[src/rtl/mips_pkg.sv]
// Shared definitions for the MIPS datapath: shift op codes, shifter FSM
// state encoding and the default data path width.
package mips_pkg;

  localparam int WIDTH_DEFAULT = 32;

  // Shift operation codes as they appear on the shifter op port.
  typedef enum logic [1:0] {
    SH_SLL  = 2'b00,
    SH_SRL  = 2'b01,
    SH_SRA  = 2'b10,
    SH_ROTR = 2'b11
  } sh_op_e;

  // Sequential shifter control states.
  typedef enum logic [1:0] {
    ST_IDLE  = 2'b00,
    ST_SHIFT = 2'b01,
    ST_DONE  = 2'b10
  } sh_state_e;

endpackage : mips_pkg

[src/rtl/shift_step.sv]
// Single-position shifter: returns value moved by exactly one bit in the
// direction selected by op. Purely combinational.
module shift_step
  import mips_pkg::*;
#(
  parameter int width = WIDTH_DEFAULT
) (
  input  sh_op_e             op_i,
  input  logic [width-1:0]   value_i,
  output logic [width-1:0]   value_o
);

  // Select the one-bit move; the inserted bit depends on the operation.
  always_comb begin
    // NOTE: assign a default first so every path drives value_o and no latch is inferred.
    value_o = value_i;
    unique case (op_i)
      SH_SLL:  value_o = {value_i[width-2:0], 1'b0};
      SH_SRL:  value_o = {1'b0, value_i[width-1:1]};
      SH_SRA:  value_o = {value_i[width-1], value_i[width-1:1]};
      SH_ROTR: value_o = {value_i[0], value_i[width-1:1]};
      default: value_o = value_i;
    endcase
  end

endmodule : shift_step

[src/rtl/seq_shift_unit.sv]
// Multi-cycle shifter for R-type shift instructions. Moves the operand one
// bit per clock for shamt cycles, then pulses done with the result on out.
// busy is high while shifting so control can stall the PC.
module seq_shift_unit
  import mips_pkg::*;
#(
  parameter int width = WIDTH_DEFAULT,
  parameter int sh_w  = $clog2(width)
) (
  input  logic              clk,
  input  logic              rst,
  input  logic              start,
  input  logic [1:0]        op,
  input  logic [width-1:0]  in,
  input  logic [sh_w-1:0]   shamt,
  output logic [width-1:0]  out,
  output logic              busy,
  output logic              done
);

  sh_state_e         state_q, state_d;
  logic [width-1:0]  work_q,  work_d;
  logic [sh_w-1:0]   count_q, count_d;
  sh_op_e            op_q,    op_d;

  logic              accept;
  logic [width-1:0]  stepped;

  // A new request can only be taken when no shift is in flight; a start
  // seen during SHIFT is dropped rather than queued.
  assign accept = start && ((state_q == ST_IDLE) || (state_q == ST_DONE));

  shift_step #(
    .width (width)
  ) u_shift_step (
    .op_i    (op_q),
    .value_i (work_q),
    .value_o (stepped)
  );

  // State register; reset abandons any operation in flight.
  always_ff @(posedge clk or posedge rst) begin
    if (rst) begin
      state_q <= ST_IDLE;
    end else begin
      // NOTE: non-blocking so all registers update from the same pre-edge values.
      state_q <= state_d;
    end
  end

  // Next-state logic: zero shift amount goes straight to DONE.
  always_comb begin
    state_d = state_q;
    unique case (state_q)
      ST_IDLE: begin
        if (start) state_d = (shamt != '0) ? ST_SHIFT : ST_DONE;
      end
      ST_SHIFT: begin
        if (count_q == sh_w'(1)) state_d = ST_DONE;
      end
      ST_DONE: begin
        if (start) state_d = (shamt != '0) ? ST_SHIFT : ST_DONE;
        else       state_d = ST_IDLE;
      end
      default: state_d = ST_IDLE;
    endcase
  end

  // Status outputs decoded from the state.
  always_comb begin
    busy = (state_q == ST_SHIFT);
    done = (state_q == ST_DONE);
  end

  // Datapath next values: load on accept, one-bit step while shifting,
  // otherwise hold so out stays stable in IDLE and DONE.
  always_comb begin
    work_d  = work_q;
    count_d = count_q;
    op_d    = op_q;
    if (accept) begin
      work_d  = in;
      count_d = shamt;
      op_d    = sh_op_e'(op);
    end else if (state_q == ST_SHIFT) begin
      work_d  = stepped;
      count_d = count_q - sh_w'(1);
    end
  end

  // Datapath registers; reset clears the result asynchronously.
  always_ff @(posedge clk or posedge rst) begin
    if (rst) begin
      work_q  <= '0;
      count_q <= '0;
      op_q    <= SH_SLL;
    end else begin
      work_q  <= work_d;
      count_q <= count_d;
      op_q    <= op_d;
    end
  end

  assign out = work_q;

endmodule : seq_shift_unit

[config.mk]
export PLATFORM = sky130hd
export DESIGN_NAME = seq_shift_unit
export DESIGN_NICKNAME = d
export VERILOG_FILES = /design/src/rtl/mips_pkg.sv /design/src/rtl/shift_step.sv /design/src/rtl/seq_shift_unit.sv
export SDC_FILE = /design/constraint.sdc
export NUM_CORES = 1
export LEC_CHECK = 0
export ABC_AREA = 1
export BUFFER_PORTS_ARGS = -buffer_cell sky130_fd_sc_hd__buf_2
export CORE_MARGIN = 2
export CORE_UTILIZATION = 45
export DETAILED_ROUTE_END_ITERATION = 7
export GPL_TIMING_DRIVEN = 0
export PLACE_DENSITY = 0.74
export SYNTH_ARGS = -nofsm -noshare
export SYNTH_HDL_FRONTEND = slang
export SYNTH_SLANG_ARGS = --single-unit
[constraint.sdc]
create_clock -name clk -period 1.29 [get_ports clk]
set_clock_uncertainty 0.05 [all_clocks]
set_input_delay 0.258 -clock clk [delete_from_list [all_inputs] [get_ports clk]]
set_output_delay 0.258 -clock clk [all_outputs]
set_load 0.1 [all_outputs]
== Yosys cells after proc, flatten, opt, wreduce, memory -nomap -nowiden ==
Cells that the tools add are included.

* Reductions and logical operators: 8
* Equal/unequal tests: 9
* $add $sub $neg: 1
* Multiplexer cells: 10

{| class="wikitable"
|+ Operators by type and width
! cell !! count
|-
| $pmux 32 s4 || 1
|-
| $mux 32 || 2
|-
| $mux 5 || 2
|-
| $mux 2 || 4
|-
| $eq 2x2->1 const B || 3
|-
| $pmux 2 s3 || 1
|-
| $eq 5x1->1 const B || 1
|-
| $reduce_bool 5->1 || 1
|-
| $sub 5x1->5 const B || 1
|-
| $eq 2x1->1 const B || 2
|-
| $logic_not 2->1 || 2
|-
| $ne 2x2->1 const B || 2
|-
| $reduce_and 2->1 || 2
|-
| $ne 2x1->1 const B || 1
|-
| $reduce_bool 2->1 || 1
|-
| $logic_and 1x1->1 || 1
|-
| $logic_or 1x1->1 || 1
|}

* Register bits after elaboration: 41
* Input port bits: 42
* Word-level logic and storage cells: 33
* Output and inout bits: 34

== Longest topological paths before layout ==
* Depth after elaboration: 5
* Gate-level depth with buffers: 8
* Mapped depth without buffers: 7

== Modules after synthesis ==
A second synthesis with hierarchy kept.

* Cell total of the unflattened synthesis: 398
* Area, all modules: 2587.5 µm²

{| class="wikitable"
|+ By module, submodules not included
! module !! instances !! cells an instance !! area an instance (µm²) !! sequential area each (µm²)
|-
| seq_shift_unit || 1 || 291 || 2102.0 || 1026.0
|-
| shift_step || 1 || 107 || 485.5 || 0.0
|}

== Worst setup path after synthesis ==
No wires, ideal clock.

* Path type: reg2out
* Start: reg state_q[0]
* End: out done
* Stages on the path, launching flop included: 2
* Buffers on the path: 0
* Arrival time: 1691 ps
* Required time: 982 ps
* Slack: -709 ps
* Path through: dfrtp_1 nor2_1

* Word-level cells in the longest chain between the ends: 1

{| class="wikitable"
|+ Ends and longest elaborated chain
! what !! line !! text
|-
| start: declaration || seq_shift_unit.sv:21 || <nowiki>sh_state_e state_q, state_d;</nowiki>
|-
| start signal: assignment || seq_shift_unit.sv:47 || <nowiki>state_q <= state_d;</nowiki>
|-
| $eq 2x2->1 || seq_shift_unit.sv:72 || <nowiki>done = (state_q == ST_DONE);</nowiki>
|-
| end: declaration || seq_shift_unit.sv:18 || <nowiki>output logic done</nowiki>
|}

No other way between the ends.

== Final worst setup path ==
* Start: reg state_q[0]
* End: out busy

* Word-level cells in the longest chain between the ends: 1

{| class="wikitable"
|+ Ends and longest elaborated chain
! what !! line !! text
|-
| $eq 2x1->1 || seq_shift_unit.sv:71 || <nowiki>busy = (state_q == ST_SHIFT);</nowiki>
|-
| end: declaration || seq_shift_unit.sv:17 || <nowiki>output logic busy,</nowiki>
|}

No other way between the ends.

==> flow_summary.ini <==
[detailed_routing]
viasPerCell = 5.183
ant_nets = 0
wl_per_cell_um = 15.25
totalWireLength_um = 7564
drcViolationCount = 0
drtIter0Drc = 208
vias = 2571
drtPass1Iterations = 5

[grt]
overflow = 0
grt-busiest-layer = met2
grt_pass1_wl_um = 11950
met2_usage_pct = 40.96
grt.total_usage_pct = 25.73
grt_use_met3_pct = 5.412
antenna_found_initial = 0
grt_pass1_vias = 2360
grt_max_degree = 42
met1_usage_pct = 35.53

[synth]
ys_seq_area_share_pct = 42.66
synth_nets = 375
ys_warn_count = 0
syn_area_sq_um = 2405
ys_types = 22
ys_ff_latch = 41
synth.avg_cell_area_sq_um = 7.265
synth_cells = 331

[outcome]
status = finished, violations left
failed_checks = setup timing

[clocking]
ctsRootBufferMaster = clkbuf_8
cts_made_buffers = 5
clk_pin_slew_ps = 80
cts_hold_buf = 0
htree_levels = 2
clock_tree.buffer_depth = 2
cts.sinks = 41
clkLatencyLatePin_ps = 300
cts_tree = yes

[layout]
final_nets = 469
multi_input_area_sq_um = 1146
area_growth_pct = 45.58
regArea_sq_um = 1066
layout.cells.non_filler = 496
drive_above_1_share_pct = 37.32
n_fill_cell = 422
antennaDiodeCount = 0

[critical_path]
r2r_start = state_q[0]
slowest_delay_ps = 470
reg2reg_depth = 8
critical_path_class = flip-flop to primary output
worstPathCellList = nand2_8 > inv_8 > buf_8 > buf_12
cpMaxStageDelayCell = dfrtp_2
path_max_fanout = 3
rrSetupSlack_ps = -170
start_kind = flip-flop
crit_required_ps = 980
reg2reg_to = out[22]
end_kind = primary output
arrival_ps = 1180

[hold_path]
hp-class = input port to async pin

[timing]
clock.fmax_mhz = 674.1
hold_violations = 0
rsz0062_at_grt = yes
setup_slack_ps = -193.5
fin_crit_sh_pct = 115.0
worst_pin_slew_ps = 869.9
slew_headroom_pct = 41.92
finalSetupViolCount = 41
slew_viol_final = 0
period_needed_ps = 1484

[floorplanning]
die_w_um = 77.10
floorplan.initialDensity_pct = 46.79
pin_count = 76
die_h_um = 77.10
core_region_area_sq_um = 5140
rows = 26
fp.dieArea_sq_um = 5944

[placement]
gp_congestion = 0.8354
dp_hpwl_um = 4871
io_buffers = 75
placed_cells = 476

[run]
cap_violations = 0
-- area by class of cell --
class,count,share of cell area [%]
Clock buffer,8,2.573
Inverter,39,4.682
Tap cell,70,2.502
Multi-Input combinational cell,233,32.74
Sequential cell,41,30.45
Buffer,18,5.397
Timing Repair Buffer,87,21.66
-- through the flow --
step	setup WS, ps	hold slack (ps)	cell area (sq um)	TNS [ps]	util (%)
2_1_floorplan	-45.97	330.5	2457	-1450	-
3_3_place_gp	-682.3	416.8	2920	-27190	56.82
3_5_place_dp	-371.1	419.4	2920	-898.0	56.82
4_1_cts	-177.8	116.7	3371	-3421	65.58
5_1_grt	-244.1	132.1	3501	-6848	68.11
6_report	-193.5	80.38	3501	-4241	68.11
-- how the worst max path moves through the flow --
stage | slack, ps | end | cells after the start | startpoint
detailed placement | -370 | busy | 5 | state_q[1]
CTS | -180 | busy | 4 | state_q[0]
global placement | -680 | out[30] | 2 | rst
finish | -190 | busy | 4 | state_q[0]
global route | -240 | out[22] | 8 | state_q[0]
floorplan | -50 | out[0] | 1 | rst
-- worst max-delay path, delay by kind of cell, from the launching register on --
| family | cells | cell delay (ps) |
|---|---|---|
| buffers and inverters | 3 | 290 |
| flip-flops | 1 | 470 |
| AND/OR/NAND/NOR | 1 | 110 |
-- registers in the layout, indices dropped and copies added (netlist names) --
register	flops
count_q	5
state_q	2
out	32
op_q	2
-- cell usage in the layout, fill, tap and decap left out --
cell type and instances:
a21oi_1 1, inv_8 1, buf_6 37, nor3_1 1
clkbuf_8 6, nor2_4 1, buf_4 10, o21ai_2 5
inv_4 2, buf_8 7, clkbuf_4 1, inv_2 2
nand2_1 128, buf_2 45, xor2_1 1, dfrtp_1 9
buf_12 3, dfrtp_2 32, or2_0 1, clkbuf_16 1
nand4_1 1, nor2_1 8, nor2_2 1, ha_1 2
inv_6 1, o21ai_0 5, nand2_8 3, o211ai_1 21
nand3_1 43, o21ai_1 7, bufbuf_16 1, clkbuf_1 2
inv_1 33, or2_1 4
-- what timing repair did --
item	in CTS	in global routing
setup endpoints to repair	64	53
cloned	3	1
resized for setup	88	25
pin swaps	3	3
buffers inserted	7	1
-- metal layers --
layer | wire length [um] | vias to the layer above | part of all wire (%)
met5 | 0 | - | 0
met4 | 116 | 0 | 1.5
met3 | 496 | 11 | 6.6
met2 | 3677 | 106 | 49
met1 | 3274 | 1212 | 43
li1 | - | 1242 | -
-- cells by family after synthesis --
family / share of synthesized area [%]
compound gates: 10.61
flops: 42.66
xor+xnor: 0.3643
fa+ha+maj: 1.040
buf+inv: 11.55
simple gates: 33.77
-- cells in the mapped netlist --
cell type | instances | share of area, %
o21ai_1 | 3 | 0.62
or2_1 | 4 | 1.0
o21ai_2 | 2 | 0.73
nor3_1 | 1 | 0.21
ha_1 | 2 | 1.0
buf_2 | 9 | 1.9
or2_0 | 1 | 0.26
nand2_4 | 3 | 1.4
nand2_1 | 128 | 20
inv_1 | 35 | 5.5
dfrtp_1 | 41 | 43
nand3_1 | 43 | 8.9
nor2_2 | 1 | 0.26
nor2_1 | 9 | 1.4
buf_6 | 5 | 2.3
buf_4 | 4 | 1.2
a21oi_1 | 1 | 0.21
o211ai_1 | 21 | 6.6
nand4_1 | 1 | 0.26
o21ai_0 | 12 | 2.5
inv_2 | 4 | 0.62
xor2_1 | 1 | 0.36
Power is left out: the tool's default activity adds up to more than one toggle a clock period on the data nets, which glitch-free logic cannot reach.
